--- src/rtl/spi_controller.sv ---
`default_nettype none
`timescale 1ns/1ps
// ============================================================================
//  Module      : spi_controller
//  Description : SPI slave (mode 0, MSB first, active-high select) that parses
//                row-write and load commands and streams pixels into a frame
//                buffer write port. All SPI pins are oversampled on clk.
//  Revision    : 1.0 - initial release
// ============================================================================
module spi_controller #(
    parameter int SEGMENTS = 1,
    parameter int ROWS     = 8,
    parameter int COLUMNS  = 32,
    parameter int BITWIDTH = 8,
    localparam int c_ROW_W = (SEGMENTS * ROWS > 1) ? $clog2(SEGMENTS * ROWS) : 1,
    localparam int c_COL_W = (COLUMNS > 1) ? $clog2(COLUMNS) : 1
) (
    input  logic                    clk,
    input  logic                    rst,
    input  logic                    sclk,
    input  logic                    ss,
    input  logic                    mosi,
    output logic                    miso,
    output logic [c_ROW_W-1:0]      wrow,
    output logic [c_COL_W-1:0]      wcol,
    output logic                    wen,
    output logic [3*BITWIDTH-1:0]   wdata,
    input  logic                    ready,
    output logic                    loaded
);

    // Pixel counter must be able to represent COLUMNS itself (the saturated
    // "row full" value) so that the overflow compare is exact.
    localparam int                 c_CNT_W = $clog2(COLUMNS + 1);
    localparam logic [c_CNT_W-1:0] c_COLS  = c_CNT_W'(COLUMNS);

    typedef enum logic [1:0] {
        ST_CMD  = 2'd0,   // next full byte is the command byte
        ST_ROW  = 2'd1,   // collecting pixel byte triples
        ST_SKIP = 2'd2    // unknown/finished command, ignore until ss drops
    } state_t;

    // Input synchronisers / edge history
    logic                   sclk_q;
    logic                   sclk_prev_q;
    logic                   ss_q;
    logic                   ss_prev_q;
    logic                   mosi_q;

    // Byte assembly and command parsing
    logic [6:0]             shift_q;
    logic [2:0]             bit_cnt_q;
    state_t                 state_q;
    logic [1:0]             phase_q;
    logic [7:0]             b0_q;
    logic [7:0]             b1_q;
    logic [c_CNT_W-1:0]     pix_cnt_q;
    logic                   pend_load_q;

    // Registered outputs
    logic [c_ROW_W-1:0]     wrow_q;
    logic [c_COL_W-1:0]     wcol_q;
    logic                   wen_q;
    logic [3*BITWIDTH-1:0]  wdata_q;
    logic                   loaded_q;

    logic                   w_sclk_rise;
    logic [7:0]             w_byte;
    logic                   w_byte_done;
    logic [c_ROW_W-1:0]     w_row;
    logic [3*BITWIDTH-1:0]  w_pix;

    assign w_sclk_rise = sclk_q & ~sclk_prev_q;
    // The byte being completed on this rise: seven shifted bits plus current mosi.
    assign w_byte      = {shift_q, mosi_q};
    assign w_byte_done = (bit_cnt_q == 3'd7);

    // Row number from the command's low nibble, fitted to the row address width.
    generate
        if (c_ROW_W <= 4) begin : g_row_trunc
            assign w_row = w_byte[c_ROW_W-1:0];
        end else begin : g_row_ext
            assign w_row = {{(c_ROW_W-4){1'b0}}, w_byte[3:0]};
        end
    endgenerate

    // Pack the three received bytes into channels of BITWIDTH bits each.
    generate
        if (BITWIDTH == 8) begin : g_chan_exact
            assign w_pix = {b0_q, b1_q, w_byte};
        end else if (BITWIDTH > 8) begin : g_chan_wide
            assign w_pix = {{(BITWIDTH-8){1'b0}}, b0_q,
                            {(BITWIDTH-8){1'b0}}, b1_q,
                            {(BITWIDTH-8){1'b0}}, w_byte};
        end else begin : g_chan_narrow
            assign w_pix = {b0_q[BITWIDTH-1:0], b1_q[BITWIDTH-1:0], w_byte[BITWIDTH-1:0]};
        end
    endgenerate

    // Register the asynchronous SPI pins once and keep one cycle of history.
    always_ff @(posedge clk) begin
        if (rst) begin
            sclk_q      <= 1'b0;
            sclk_prev_q <= 1'b0;
            ss_q        <= 1'b0;
            ss_prev_q   <= 1'b0;
            mosi_q      <= 1'b0;
        end else begin
            sclk_q      <= sclk;
            sclk_prev_q <= sclk_q;
            ss_q        <= ss;
            ss_prev_q   <= ss_q;
            mosi_q      <= mosi;
        end
    end

    // Command/pixel state machine with registered write-port and load outputs.
    always_ff @(posedge clk) begin
        if (rst) begin
            shift_q     <= 7'd0;
            bit_cnt_q   <= 3'd0;
            state_q     <= ST_CMD;
            phase_q     <= 2'd0;
            b0_q        <= 8'd0;
            b1_q        <= 8'd0;
            pix_cnt_q   <= '0;
            pend_load_q <= 1'b0;
            wrow_q      <= '0;
            wcol_q      <= '0;
            wen_q       <= 1'b0;
            wdata_q     <= '0;
            loaded_q    <= 1'b0;
        end else begin
            loaded_q <= 1'b0;
            if (!ss_q) begin
                // Deselected: drop any partial byte and restart command parsing.
                bit_cnt_q <= 3'd0;
                state_q   <= ST_CMD;
                phase_q   <= 2'd0;
                wen_q     <= 1'b0;
                // Falling edge of select completes a pending load request.
                if (ss_prev_q && pend_load_q) begin
                    loaded_q    <= ready;
                    pend_load_q <= 1'b0;
                end
            end else if (w_sclk_rise) begin
                // Any new SPI bit ends the write strobe of the previous pixel.
                wen_q     <= 1'b0;
                shift_q   <= w_byte[6:0];
                bit_cnt_q <= bit_cnt_q + 3'd1;
                if (w_byte_done) begin
                    case (state_q)
                        ST_CMD: begin
                            if (w_byte[7:4] == 4'hF) begin
                                wrow_q    <= w_row;
                                wcol_q    <= '0;
                                phase_q   <= 2'd0;
                                pix_cnt_q <= '0;
                                state_q   <= ST_ROW;
                            end else if (w_byte == 8'h10) begin
                                pend_load_q <= 1'b1;
                                state_q     <= ST_SKIP;
                            end else begin
                                state_q <= ST_SKIP;
                            end
                        end
                        ST_ROW: begin
                            case (phase_q)
                                2'd0: begin
                                    b0_q    <= w_byte;
                                    phase_q <= 2'd1;
                                end
                                2'd1: begin
                                    b1_q    <= w_byte;
                                    phase_q <= 2'd2;
                                end
                                default: begin
                                    phase_q <= 2'd0;
                                    // Pixels past the last column are discarded and
                                    // the column address stays on the last column.
                                    if (pix_cnt_q < c_COLS) begin
                                        wdata_q   <= w_pix;
                                        wcol_q    <= pix_cnt_q[c_COL_W-1:0];
                                        wen_q     <= ready;
                                        pix_cnt_q <= pix_cnt_q + 1'b1;
                                    end
                                end
                            endcase
                        end
                        default: ;
                    endcase
                end
            end
        end
    end

    assign miso   = 1'b0;
    assign wrow   = wrow_q;
    assign wcol   = wcol_q;
    assign wen    = wen_q;
    assign wdata  = wdata_q;
    assign loaded = loaded_q;

endmodule
`default_nettype wire

--- config.mk ---
export PLATFORM = sky130hd
export DESIGN_NAME = spi_controller
export DESIGN_NICKNAME = d
export VERILOG_FILES = /design/src/rtl/spi_controller.sv
export SDC_FILE = /design/constraint.sdc
export NUM_CORES = 1
export LEC_CHECK = 0
export CORE_MARGIN = 1
export CORE_UTILIZATION = 55
export CTS_CLUSTER_DIAMETER = 40
export DETAILED_ROUTE_END_ITERATION = 7
export PLACE_DENSITY = 0.81
export SLEW_MARGIN = 15
export SYNTH_ARGS = -nofsm -noshare
export SYNTH_HDL_FRONTEND = slang
export SYNTH_SLANG_ARGS = --single-unit
--- constraint.sdc ---
create_clock -name clk -period 3 [get_ports clk]
set_input_delay 0.45 -clock clk [delete_from_list [all_inputs] [get_ports clk]]
set_output_delay 0.45 -clock clk [all_outputs]
set_load 0.01 [all_outputs]
==> flow_metrics.env, run 1 <==
export IMPL_gp_congestion=0.820
export IMPL_num_fill_cells=390
export IMPL_maxSlewViolCount=0
export IMPL_vias_per_cell=5.43
export IMPL_grt_pass1_vias=2012
export IMPL_power_density_mw_per_mm2=500
export IMPL_switchingPower_w=0.000368
export IMPL_cts_htree_levels=3
export IMPL_finClkSkew_ps=5.43
export IMPL_io_buffer_count=39
export IMPL_internal_power_w=0.00135
export IMPL_hpwl_mm=3.74
export IMPL_grt_overflow=0
export IMPL_fin_crit_sh=0.734
export IMPL_ff2ff_path_depth=6
export IMPL_ir_drop_v=0.000425
export IMPL_power_w=0.00172
export IMPL_wl_per_cell_um=13.2
export IMPL_vias=2302
export IMPL_drc=0
export IMPL_pin_count=41
export IMPL_hp_class="register to register"
export IMPL_regToRegSetupSlack_ps=800
export IMPL_ys_seq_area_frac=0.532
export IMPL_initial_utilization=0.590
export IMPL_final_nets=361
export IMPL_cts_repair_resized=0
export IMPL_final_common_cell="dfxtp_1"
export IMPL_clk_latency_ps=340
export IMPL_most_common_layout_cells="dfxtp_1, nand2_1, a21oi_1"
export IMPL_grt_pass1_wl_mm=9.32
export IMPL_drt_initial_drc_count=135
export IMPL_antenna_found_initial=0
export IMPL_drv_cap=0
export IMPL_min_period_ps=2200
export IMPL_yosysWarnings=0
export IMPL_synthesis_area_sq_mm=0.00286
export IMPL_cts_buffers=9
export IMPL_routed_wl_mm=5.61
export IMPL_cp_arrival_ps=2420
export IMPL_finalHoldViolCount=0
export IMPL_status="finished clean"
export IMPL_cts_root_buf="clkbuf_8"
export IMPL_netlist_top_cells_area="dfxtp_1, nand2_1, a21oi_1, mux2i_1, nor2_1"
export IMPL_clk_pin_slew_ps=70
export IMPL_p_seq_frac=0.595
export IMPL_r2r_start="bit_cnt_q[0]"
export IMPL_postCtsSetupRepairBufs=0
export IMPL_placed_cell_area_sq_mm=0.00327
export IMPL_syn_instance_count=319
export IMPL_crit_type="register to register"
export IMPL_cts_tree="yes"
export IMPL_core_area_sq_mm=0.00485
export IMPL_dieHeight_um=74.1
export IMPL_diodes=0
export IMPL_yosysTopAreaCell="dfxtp_1"
export IMPL_rsz0062_at_grt="no"
export IMPL_fin_setup_tns_ps=0
export IMPL_yosysUniqueCellTypes=40
export IMPL_hold_end="loaded"
export IMPL_p_sw_frac=0.214
export IMPL_design_area_sq_mm=0.00343
export IMPL_cp_start_kind="register"
export IMPL_synth_top_area_share=0.532
export IMPL_cts_sinks=76
export IMPL_tightest_slew_ps=783
export IMPL_worstReg2RegEnd="b1_q[6]"
export IMPL_cts_buffer_depth=2
export IMPL_relSlewSlack=0.474
export IMPL_power_frac_comb=0.021
export IMPL_cp_required_ps=3220
export IMPL_rows=25
export IMPL_setup_viol=0
export IMPL_track_usage=0.230
export IMPL_synth_seq_cells=76
export IMPL_dieArea_sq_mm=0.00549
export IMPL_cp_max_fo=8
export IMPL_drive_above_1_share=0.0616
export IMPL_syn_avg_cell_area_sq_um=8.97
export IMPL_dr_pass1_iters=7
export IMPL_synth_nets=328
export IMPL_die_x_um=74.1
export IMPL_p_leak_nw=1.24
export IMPL_min_from="pend_load_q"
export IMPL_area_growth_pct=19.9
export IMPL_ant_nets=0
export IMPL_grt_max_degree=49
export IMPL_hold_path_depth=2
export IMPL_cp_end_kind="register"
export IMPL_max_freq_mhz=454
export IMPL_clockPowerShare=0.384
export IMPL_cts_hold_buf=0
==> layer usage <==
layer  global-route usage  part of all wire  wire, um  up-vias
li1                     -                 -         -     1154
met1                0.292              0.45      2520     1063
met2                0.361              0.48      2680       73
met3               0.0528             0.053       298       12
met4                0.130             0.019       109        0
met5                    0                 0         0        -
==> synthesized netlist by cell type <==
cell type / instances
nor3b_2: 1
a211o_1: 1
nor4b_1: 1
conb_1: 1
nor3b_1: 2
or4_1: 1
nand2_1: 73
nand4b_1: 1
dfxtp_1: 76
clkbuf_1: 14
a21oi_1: 44
nor4_1: 1
a41o_1: 1
a31oi_1: 2
or3_1: 1
nand4_1: 4
and2_1: 1
nand2b_1: 5
nor2_1: 23
nand3_1: 6
buf_2: 4
mux2_2: 1
buf_1: 1
and3_1: 1
and4bb_2: 1
o21ai_0: 3
buf_4: 2
a41oi_1: 1
a22o_1: 6
nor2b_1: 5
nand4b_4: 1
or4b_1: 1
mux2i_1: 18
xnor2_1: 1
inv_1: 1
ha_1: 3
nand3b_1: 4
nor4_2: 1
and4b_1: 1
nor3_1: 4
==> state kept, by name, summed over array words and instances, names as in the netlist <==
signal and count:
bit_cnt_q 3, ss_prev_q 1, wen 1, mosi_q 1, b0_q 8, b1_q 8, sclk_prev_q 1, sclk_q 1
wdata 24, wcol 5, loaded 1, ss_q 1, phase_q 2, shift_q 7, pix_cnt_q 6, pend_load_q 1
state_q 2, wrow 3
==> power groups by stage <==
stage	combinational, W	clock [W]	sequential (W)
final	0.0000355	0.000659	0.00102
after global routing	0.0000390	0.000722	0.00102
after CTS	0.0000357	0.000673	0.00102
after detailed placement	0.0000356	0	0.00104
after global placement	0.0000357	0	0.00104
after floorplan	0.0000282	0	0.00104
==> area by class of cell <==
type / count / area, sq um / share of cell area
Multi-Input combinational cell: 221 / 1240 / 0.363
Sequential cell: 76 / 1520 / 0.443
Clock inverter: 2 / 10.0 / 0.00292
Tap cell: 67 / 83.8 / 0.0244
Inverter: 1 / 3.75 / 0.00109
Timing Repair Buffer: 43 / 415 / 0.121
Clock buffer: 14 / 153 / 0.0445
==> worst max path at each step <==
| stage | from | end | slack [ps] | cells after the start |
|---|---|---|---|---|
| 2_1_floorplan | bit_cnt_q[0] | b1_q[0] | 1110 | 7 |
| 3_3_place_gp | bit_cnt_q[0] | b1_q[2] | 910 | 6 |
| 3_5_place_dp | bit_cnt_q[0] | wdata[12] | 840 | 7 |
| 4_1_cts | bit_cnt_q[0] | wdata[14] | 800 | 7 |
| 5_1_grt | bit_cnt_q[0] | wdata[6] | 620 | 7 |
| 6_report | bit_cnt_q[0] | b1_q[6] | 800 | 6 |
==> worst max-delay path, stage by stage (launching register included) <==
cell      delay, ps
dfxtp_1         350
ha_1            150
ha_1            290
nand4b_4        200
or4b_1          770
mux2i_1         250
nor2_1           60
==> per-stage QoR <==
stage          utilization  std cells  hold slack, ps  setup WS, ps
6_report             0.708        424             443           799
5_1_grt              0.708        424             464           622
4_1_cts              0.708        424             447           802
3_5_place_dp         0.674        408             435           836
3_3_place_gp         0.674        408             427           910
2_1_floorplan            -        319             414          1110
==> kinds of logic (layout without fill, tap and decap cells) <==
group | count (synthesis) | in the layout | share of synthesized area
AO/OA/AOI/OAI | 58 | 58 | 0.115
XOR/XNOR | 1 | 1 | 0.00306
adder cells (fa/ha/maj) | 3 | 3 | 0.0131
buffers and inverters | 22 | 60 | 0.0332
flip-flops | 76 | 76 | 0.532
multiplexers | 19 | 19 | 0.0669
other | 1 | 1 | 0.00131
AND/OR/NAND/NOR | 139 | 139 | 0.236
No activity file was read; power rests on OpenSTA's default activity.
==> inputs of run 2 (changes only) <==
CORE_UTILIZATION = 53   (was 55)
PLACE_DENSITY = 0.79   (was 0.81)
clock period = 2.2 ns   (was 3 ns; I/O delays follow)
==> run 2 against run 1 <==
Fmax up 6.9%. Global-route usage is 0.14 points lower. Sequential cell count unchanged. Sequential share of layout area decreased by 0.92 points. Via count is essentially flat. Total power grew 44%. First-iteration DRC count is 28% higher. Register-to-register slack worse by 660 ps. Cell count rose by 1.4%. Count of clock-buffer cells in the layout decreased by 2. Clock power up 56%. Non-clock buffer count grew 5. Largest power group unchanged. Highest routed layer unchanged.
==> flow_metrics.env, run 2 (synthesis gave the netlist of run 1 again) <==
export IMPL_most_common_layout_cells="dfxtp_1, nand2_1, a21oi_1"
export IMPL_drive_above_1_share=0.0806
export IMPL_grt_overflow=0
export IMPL_cpMaxStageDelayCell="or4_1"
export IMPL_tightest_slew_ps=524
export IMPL_cts_htree_levels=3
export IMPL_dr_pass1_iters=4
export IMPL_hpwl_mm=3.94
export IMPL_finalHoldViolCount=0
export IMPL_drc=0
export IMPL_path_common_cell="ha_1"
export IMPL_cp_num_cells=7
export IMPL_grt_pass1_vias=2168
export IMPL_utilization=0.682
export IMPL_cts_tree="yes"
export IMPL_max_stage_delay_ps=640
export IMPL_dp_slack_ps=128
export IMPL_cts_root_buf="clkbuf_8"
export IMPL_track_usage=0.228
export IMPL_grt_pass1_wl_mm=9.55
export IMPL_cts_buffer_depth=2
export IMPL_ff2ff_path_depth=7
export IMPL_crit_type="register to register"
export IMPL_critical_path_cell_chain="ha_1 > ha_1 > nand4b_4 > buf_4 > or4_1 > nand2_1 > a21oi_1"
export IMPL_dieHeight_um=75.5
export IMPL_ant_nets=0
export IMPL_seqCellArea_sq_mm=0.00152
export IMPL_clk_pin_slew_ps=70
export IMPL_rsz0062_at_grt="no"
export IMPL_critical_path_buf_inv_count=1
export IMPL_power_density_mw_per_mm2=707
export IMPL_min_period_ps=2060
export IMPL_maxSlewViolCount=0
export IMPL_hp_class="primary input to register"
export IMPL_vias_per_cell=5.35
export IMPL_final_cells=430
export IMPL_cp_max_fo=8
export IMPL_worstReg2RegEnd="b0_q[1]"
export IMPL_power_w=0.00248
export IMPL_startpoint="bit_cnt_q[0]"
export IMPL_p_leak_nw=1.28
export IMPL_cts_buffers=9
export IMPL_area_growth_pct=22.5
export IMPL_core_area_sq_mm=0.00514
export IMPL_cp_end_kind="register"
export IMPL_pin_count=41
export IMPL_cts_sinks=76
export IMPL_relSlewSlack=0.650
export IMPL_regToRegSetupSlack_ps=140
export IMPL_num_fill_cells=447
export IMPL_cp_required_ps=2430
export IMPL_die_x_um=75.5
export IMPL_r2r_start="bit_cnt_q[0]"
export IMPL_cp_arrival_ps=2290
export IMPL_multiInputGateArea_sq_mm=0.00125
export IMPL_antenna_found_initial=0
export IMPL_max_freq_mhz=485
export IMPL_finClkSkew_ps=5.76
export IMPL_dp_cells=416
export IMPL_drt_initial_drc_count=173
export IMPL_io_buffer_count=39
export IMPL_crit_family="simple AND/OR/NAND/NOR gates"
export IMPL_largest_register_ffs=24
export IMPL_rows=26
export IMPL_dieArea_sq_mm=0.00569
export IMPL_grt_max_degree=28
export IMPL_ir_drop_v=0.000506
export IMPL_fin_ws_ps=140
export IMPL_worstSetupEndpoint="b0_q[1]"
export IMPL_vias=2300
export IMPL_gp_congestion=0.830
export IMPL_routed_wl_mm=5.79
export IMPL_diodes=0
export IMPL_initial_utilization=0.556
export IMPL_fin_setup_tns_ps=0
export IMPL_clk_latency_ps=340
export IMPL_status="finished clean"
export IMPL_cp_start_kind="register"
export IMPL_drv_cap=0
export IMPL_setup_viol=0
export IMPL_wl_per_cell_um=13.5
export IMPL_cts_hold_buf=0
export IMPL_fin_crit_sh=0.936
export IMPL_final_nets=366
export IMPL_final_common_cell="dfxtp_1"
==> run 2: cell count changes in the layout (fill, tap and decap cells not counted), sizes merged <==
cell / delta
buf: +5
clkbuf: -2
bufinv: +1
clkinv: -1
==> run 2: worst register-to-register path: cells and delay by family (launching register included) <==
family	cells	cell delay (ps)
flops	1	350
simple gates	3	910
compound gates	1	60
fa+ha+maj	2	440
buf+inv	1	180
==> run 2: stage by stage <==
stage	hold slack, ps	cell area, sq um
after floorplan	414	2860
after global placement	426	3310
after detailed placement	438	3310
after CTS	314	3500
after global routing	325	3500
final	328	3500
==> run 2: power by group <==
group	switching, W	total (W)	internal [W]
logic	0.0000328	0.0000534	0.0000206
clock network	0.000462	0.00103	0.000572
registers	0.00000866	0.00139	0.00138
==> run 2: how the worst min path moves through the flow <==
stage          cells after the start        start      endpoint
4_1_cts                            2          rst  pix_cnt_q[5]
3_3_place_gp                       2  pend_load_q        loaded
5_1_grt                            2          rst        sclk_q
3_5_place_dp                       2  pend_load_q        loaded
2_1_floorplan                      2  pend_load_q        loaded
6_report                           2          rst        mosi_q
==> run 2: area by class of cell <==
class | instances | area share
Tap cell | 70 | 0.0250
Inverter | 1 | 0.00107
Clock buffer | 12 | 0.0443
Timing Repair Buffer | 48 | 0.129
Clock inverter | 2 | 0.0100
Multi-Input combinational cell | 221 | 0.356
Sequential cell | 76 | 0.434
==> run 2: timing repair <==
action	in CTS	in global routing
gates resized for setup	0	1
endpoints found under the setup margin	0	8
buffers inserted	0	0
==> run 2: metal layers <==
| metal | track usage | up-vias | share of wire |
|---|---|---|---|
| met3 | 0.0675 | 14 | 0.044 |
| met5 | 0 | - | 0 |
| met4 | 0.117 | 0 | 0.018 |
| li1 | - | 1158 | - |
| met2 | 0.385 | 49 | 0.49 |
| met1 | 0.264 | 1079 | 0.44 |
==> inputs of run 3 (changes only) <==
CTS_CLUSTER_SIZE = 30   (was default)
==> results of run 3 <==
The final DEF is identical to that of run 2; final timing and power are the same.
==> patch 1 (flow settings as in run 1) <==
Encoding of `state_t`: now one-hot (3 bits for 3 states).
--- a/src/rtl/spi_controller.sv
+++ b/src/rtl/spi_controller.sv
@@ -34,10 +34,10 @@
     localparam int                 c_CNT_W = $clog2(COLUMNS + 1);
     localparam logic [c_CNT_W-1:0] c_COLS  = c_CNT_W'(COLUMNS);
 
-    typedef enum logic [1:0] {
-        ST_CMD  = 2'd0,   // next full byte is the command byte
-        ST_ROW  = 2'd1,   // collecting pixel byte triples
-        ST_SKIP = 2'd2    // unknown/finished command, ignore until ss drops
+    typedef enum logic [2:0] {
+        ST_CMD  = 3'b001,   // next full byte is the command byte
+        ST_ROW  = 3'b010,   // collecting pixel byte triples
+        ST_SKIP = 3'b100    // unknown/finished command, ignore until ss drops
     } state_t;
 
     // Input synchronisers / edge history
Check against the original RTL: same outputs for any inputs over 10 cycles, from zero or initial values and one cycle with rst high; not proved beyond that.
==> patch 1 against run 1 <==
Synthesized area is 0.92% higher. Combinational power is 5% lower. Maximum frequency is 2.8% higher. Power is 11% higher. Count of clock-buffer cells in the layout is 3 lower. Cell area is 2.6% higher. Sequential cell count is 1 higher. Largest power group unchanged. Synthesized cell count is 3.4% lower. Global-route usage is 0.66 points lower. Sequential share of layout area is 0.55 points lower. Wire length is 0.89% lower. Largest cell class unchanged. Setup slack better by 0.060 ns.
==> patch 1: results (changes against run 1) <==
----------------------------------------------------
[STA]
  Transition time of the tightest slew-check pin ... 0.7374 ns (-0.04548 ns)
  Post-route worst hold slack ... 0.4539 ns (+0.01094 ns)
  Post-route clock skew ... 0.005511 ns (+0.00008557 ns)
  Fin worst setup slack ... 0.8586 ns (+0.05986 ns)

[Power and ir drop]
  Max IR drop VDD ... 0.0003351 V (-21%)
  Power density of the placed cells ... 540.6 nW/um^2 (+8.1%)
  Static Leak ... 1.325 nW (+6.5%)

[Synthesis]
  Mean instance size in the synthesized netlist ... 9.372 um^2 (+4.5%)
  Syn Nets ... 317 (-3.4%)
  Largest cells by area after synthesis ... dfxtp_1 53%, mux2i_1 8.3%, nand2_1 7.0%
  Synth top cells by count ... 77 x dfxtp_1, 54 x nand2_1, 36 x a21oi_1
  Sequential cell area fraction in the yosys report ... 0.5340 (+0.002093)

[Drt]
  First-pass iteration count of the detailed router ... 5 (-2)
  First DRT Iteration DRCs ... 153 (+13%)
  Via density per instance ... 5.394 (-0.65%)
  Average wire per standard cell ... 13.26 um (+0.29%)

[Finish]
  Net total in the final layout ... 354 (-1.9%)
  Fill cell count ... 428 (+9.7%)
  Clock buf/inv share ... 0.06079 (+0.01338)
  Count of multi-input combinational gates ... 210 (-5.0%)
  Post-route non-filler standard cell count ... 419 (-1.2%)
  Number of sequential cells ... 77 (+1.3%)
  Number of non-clock inverters ... 3 (+2)
  Share of final-layout standard cells stronger than drive strength 1 ... 0.06877 (+0.007143)
  Non-clock buffers, area share ... 0.1202 (-0.0009230)
  Proportion of cell area occupied by registers ... 0.4380 (-0.005506)
  Area occupied by multi-input gates ... 1242 um^2 (-0.10%)
  Number of clock buffer instances in the layout ... 11 (-3)
  Signal buffers ... 44 (+2.3%)

[Status]
  Outcome ... complete, no violations

[Die]
  Die Wd ... 74.45 um (+0.45%)

[Worst setup path]
  Critical Path Slowest Stage Cell ... or3_1
  Reg-to-reg critical path endpoint ... pix_cnt_q[4]
  Worst-path maximum fanout ... 26 (+18)
  Number of cell instances on the worst register-to-register path ... 7 (+1)

[Global routing]
  Maximum number of pins on one net before global-route repair ... 36 (-27%)
  Number of global-route vias before repair ... 1,923 (-4.4%)
  All-Layer GR Usage ... 0.2231 (-0.006604)
  Met1 Track Usage GR ... 0.2943 (+0.002423)
  Wire length of the first global-routing pass ... 9.052 mm (-2.8%)
  Met3 usage ... 0.04065 (-0.01220)
  Antenna violations before repair ... 0 (unchanged)
  Met2 layer usage reported by global route ... 0.3423 (-0.01826)

[Placement]
  Post-place setup slack ... 0.8663 ns (+0.03029 ns)
  Number of instances in the placed design ... 404 (-0.98%)
  Cell area reported after detailed placement ... 3306 um^2 (+1.1%)
  RD Place Congestion ... 0.7639 (-6.8%)

[Worst hold path]
  Startpoint of the lowest-slack hold path ... wdata[14]
  Destination of the worst hold path ... wdata[14]

[Clock tree]
  Htree depth ... 3 (unchanged)

----------------------------------------------------
==> patch 1: changes by cell type in the layout (fill, tap and decap cells not counted), sizes merged, moves of 6 or more <==
| cell | before | now |
|---|---|---|
| a21oi | 44 | 36 |
| mux2i | 18 | 24 |
| nor2 | 23 | 34 |
| nand2 | 73 | 54 |
==> patch 1: routing by layer <==
layer	vias up	part of all wire	wire [um]
met3	16	0.039	215
li1	1124	-	-
met5	-	0	0
met4	0	0.028	155
met1	1068	0.47	2626
met2	52	0.46	2558
==> patch 1: cells by family (layout without fill, tap and decap cells) <==
family                     Yosys count  after routing  share of synthesized area
and+or+nand+nor                    126            126                     0.2159
xor gates and xnor gates             1              1                   0.003035
AOI/OAI and AO/OA                   55             55                     0.1140
other                                1              1                   0.001299
buffers and inverters               21             62                    0.03554
DFF                                 77             77                     0.5340
adders and majority gates            3              3                    0.01301
muxes                               24             24                    0.08322
==> patch 1: critical path: cells and delay by family (launching register included) <==
kind                       cells  cell delay (ns)
and+or+nand+nor                3             0.99
adders and majority gates      2             0.37
buffers and inverters          1             0.22
DFF                            1             0.35
AOI/OAI and AO/OA              1             0.14
==> patch 1: worst max-delay path by stage <==
stage,from,endpoint,cells past startpoint
6_report,bit_cnt_q[0],pix_cnt_q[4],7
5_1_grt,bit_cnt_q[0],wcol[3],7
4_1_cts,bit_cnt_q[0],pix_cnt_q[4],7
3_5_place_dp,bit_cnt_q[0],pix_cnt_q[4],7
3_3_place_gp,bit_cnt_q[0],pix_cnt_q[4],7
2_1_floorplan,bit_cnt_q[0],pix_cnt_q[4],7
==> patch 1: power breakdown <==
group / internal [W] / leakage [nW] / switching [W]
clock network: 0.000485 / 0.105 / 0.000353
registers: 0.00102 / 0.621 / 0.00000563
logic: 0.0000122 / 0.598 / 0.0000215
total: 0.00152 / 1.32 / 0.000380
==> patch 2 (flow settings as in run 1) <==
Made on the original files. `COLUMNS`: 32 -> 64.
--- a/src/rtl/spi_controller.sv
+++ b/src/rtl/spi_controller.sv
@@ -10,7 +10,7 @@
 module spi_controller #(
     parameter int SEGMENTS = 1,
     parameter int ROWS     = 8,
-    parameter int COLUMNS  = 32,
+    parameter int COLUMNS  = 64,
     parameter int BITWIDTH = 8,
     localparam int c_ROW_W = (SEGMENTS * ROWS > 1) ? $clog2(SEGMENTS * ROWS) : 1,
     localparam int c_COL_W = (COLUMNS > 1) ? $clog2(COLUMNS) : 1
Interface: changed (resized wcol); port bits go from 41 to 42. No check against the original RTL was run, so the function may have changed too.
==> patch 2 against run 1 <==
Wire length increased by 3.7%. Sequential cell count increased by 2. Setup slack improved by 0.066 ns. Count of clock-buffer cells in the layout decreased by 3. Utilization decreased by 0.61 points. Power increased by 17%. Synthesized area increased by 2.7%. Cell area increased by 5.1%.
==> patch 2: results (changes against run 1) <==
----------------------------------------------------
[Finish]
  Fill cell count ... 433 (+11%)
  Net total in the final layout ... 360 (-0.28%)
  Share of final-layout standard cells stronger than drive strength 1 ... 0.07324 (+0.01161)
  Number of flip-flops in the largest register ... 24 (unchanged)

[Placement]
  Half-perimeter wire length after detailed placement ... 3.898 mm (+4.2%)
  Count of input and output buffers ... 40 (+2.6%)
  RD Place Congestion ... 0.7882 (-3.8%)

[Synthesis]
  Synth top cells by count ... 78 x dfxtp_1, 56 x nand2_1, 35 x a21oi_1
  Async set or reset register ratio after synthesis ... 0 (unchanged)
  Cell variety after synth ... 41 (+2.5%)
  Sequential cell area fraction in the yosys report ... 0.5317 (about the same)
  Syn Nets ... 323 (-1.5%)
  Largest cells by area after synthesis ... dfxtp_1 53%, mux2i_1 8.9%, nand2_1 7.2%

[Power and ir drop]
  Static Leak ... 1.346 nW (+8.2%)
  Share of total power consumed by net switching ... 0.1931 (-0.02116)
  Max IR drop VDD ... 0.0004497 V (+5.8%)

[Drt]
  Via density per instance ... 5.440 (+0.20%)
  Aggregate routed wire length ... 5.812 mm (+3.7%)
  First-pass iteration count of the detailed router ... 4 (-3)
  First DRT Iteration DRCs ... 86 (-36%)

[Status]
  Outcome ... complete, no violations

[STA]
  Transition time of the tightest slew-check pin ... 0.7352 ns (-0.04771 ns)
  Post-route clock skew ... 0.009504 ns (+0.004078 ns)
  Post-route worst hold slack ... 0.4352 ns (-0.007767 ns)

[Global routing]
  Maximum number of pins on one net before global-route repair ... 26 (-47%)
  All-Layer GR Usage ... 0.2232 (-0.006548)
  Number of global-route vias before repair ... 2,022 (+0.50%)
  Wire length of the first global-routing pass ... 9.273 mm (-0.45%)

[Worst setup path]
  Critical path's top delay family ... simple AND/OR/NAND/NOR gates
  Critical path's largest stage delay ... 0.78 ns
  Number of cell instances on the worst register-to-register path ... 6 (unchanged)
  Reg-to-reg critical path endpoint ... b1_q[2]
  Worst-path maximum fanout ... 9 (+1)
  Register-to-register path setup slack ... 0.87 ns (+0.07 ns)
  Arrival time worst endpoint ... 2.37 ns (-0.05 ns)
  Beginning of the worst register-to-register path ... bit_cnt_q[0]

[Worst hold path]
  Worst Hold Path Cells ... 2 (unchanged)

----------------------------------------------------
[patch 2: layer usage]
metal	routed length, um	track usage	vias up	share of wire
met5	0	0	-	0
met4	95	0.09015	0	0.016
met3	320	0.06158	10	0.055
met2	2775	0.3634	72	0.48
met1	2620	0.2808	1086	0.45
li1	-	-	1144	-
[patch 2: worst min-delay path, delay by kind of cell (launching register included)]
family	cells	cell delay, ns
simple gates	2	0.08
flops	1	0.31
[patch 2: cell type report]
class                           count  share of cell area
Clock buffer                       11             0.03921
Clock inverter                      4             0.02637
Inverter                            3            0.003123
Multi-Input combinational cell    214              0.3539
Sequential cell                    78              0.4330
Tap cell                           70             0.02429
Timing Repair Buffer               45              0.1201
[patch 2: power by group through the flow]
stage / combinational [W] / clock (W) / sequential [W]
global route: 0.0000401 / 0.000983 / 0.00105
CTS: 0.0000366 / 0.000935 / 0.00104
floorplan: 0.0000281 / 0 / 0.00106
detailed placement: 0.0000364 / 0 / 0.00107
global placement: 0.0000359 / 0 / 0.00107
finish: 0.0000370 / 0.000929 / 0.00104
[patch 2: kinds of logic (layout without fill, tap and decap cells)]
group           after synthesis  count (layout)  synth area share
flops                        78              78            0.5317
mux                          27              27           0.09246
other cells                   1               1          0.001277
buf+inv                      22              63           0.03365
xor+xnor                      1               1          0.002983
fa+ha+maj                     3               3           0.01278
compound gates               54              54            0.1095
simple gates                128             128            0.2156
[patch 2: per-stage QoR]
step	worst slack (ns)	util	std cells	cell area [um^2]
after CTS	0.8632	0.7016	425	3606
after floorplan	1.080	-	314	2937
after global routing	0.7545	0.7016	425	3606
after detailed placement	0.8662	0.6556	410	3369
final	0.8652	0.7016	425	3606
after global placement	0.9585	0.6556	410	3369
[patch 2: worst max-delay path by stage]
stage | end | cells past startpoint
floorplan | pix_cnt_q[2] | 6
global placement | b1_q[6] | 6
detailed placement | b1_q[2] | 6
CTS | b1_q[2] | 6
global route | b1_q[2] | 6
finish | b1_q[2] | 6
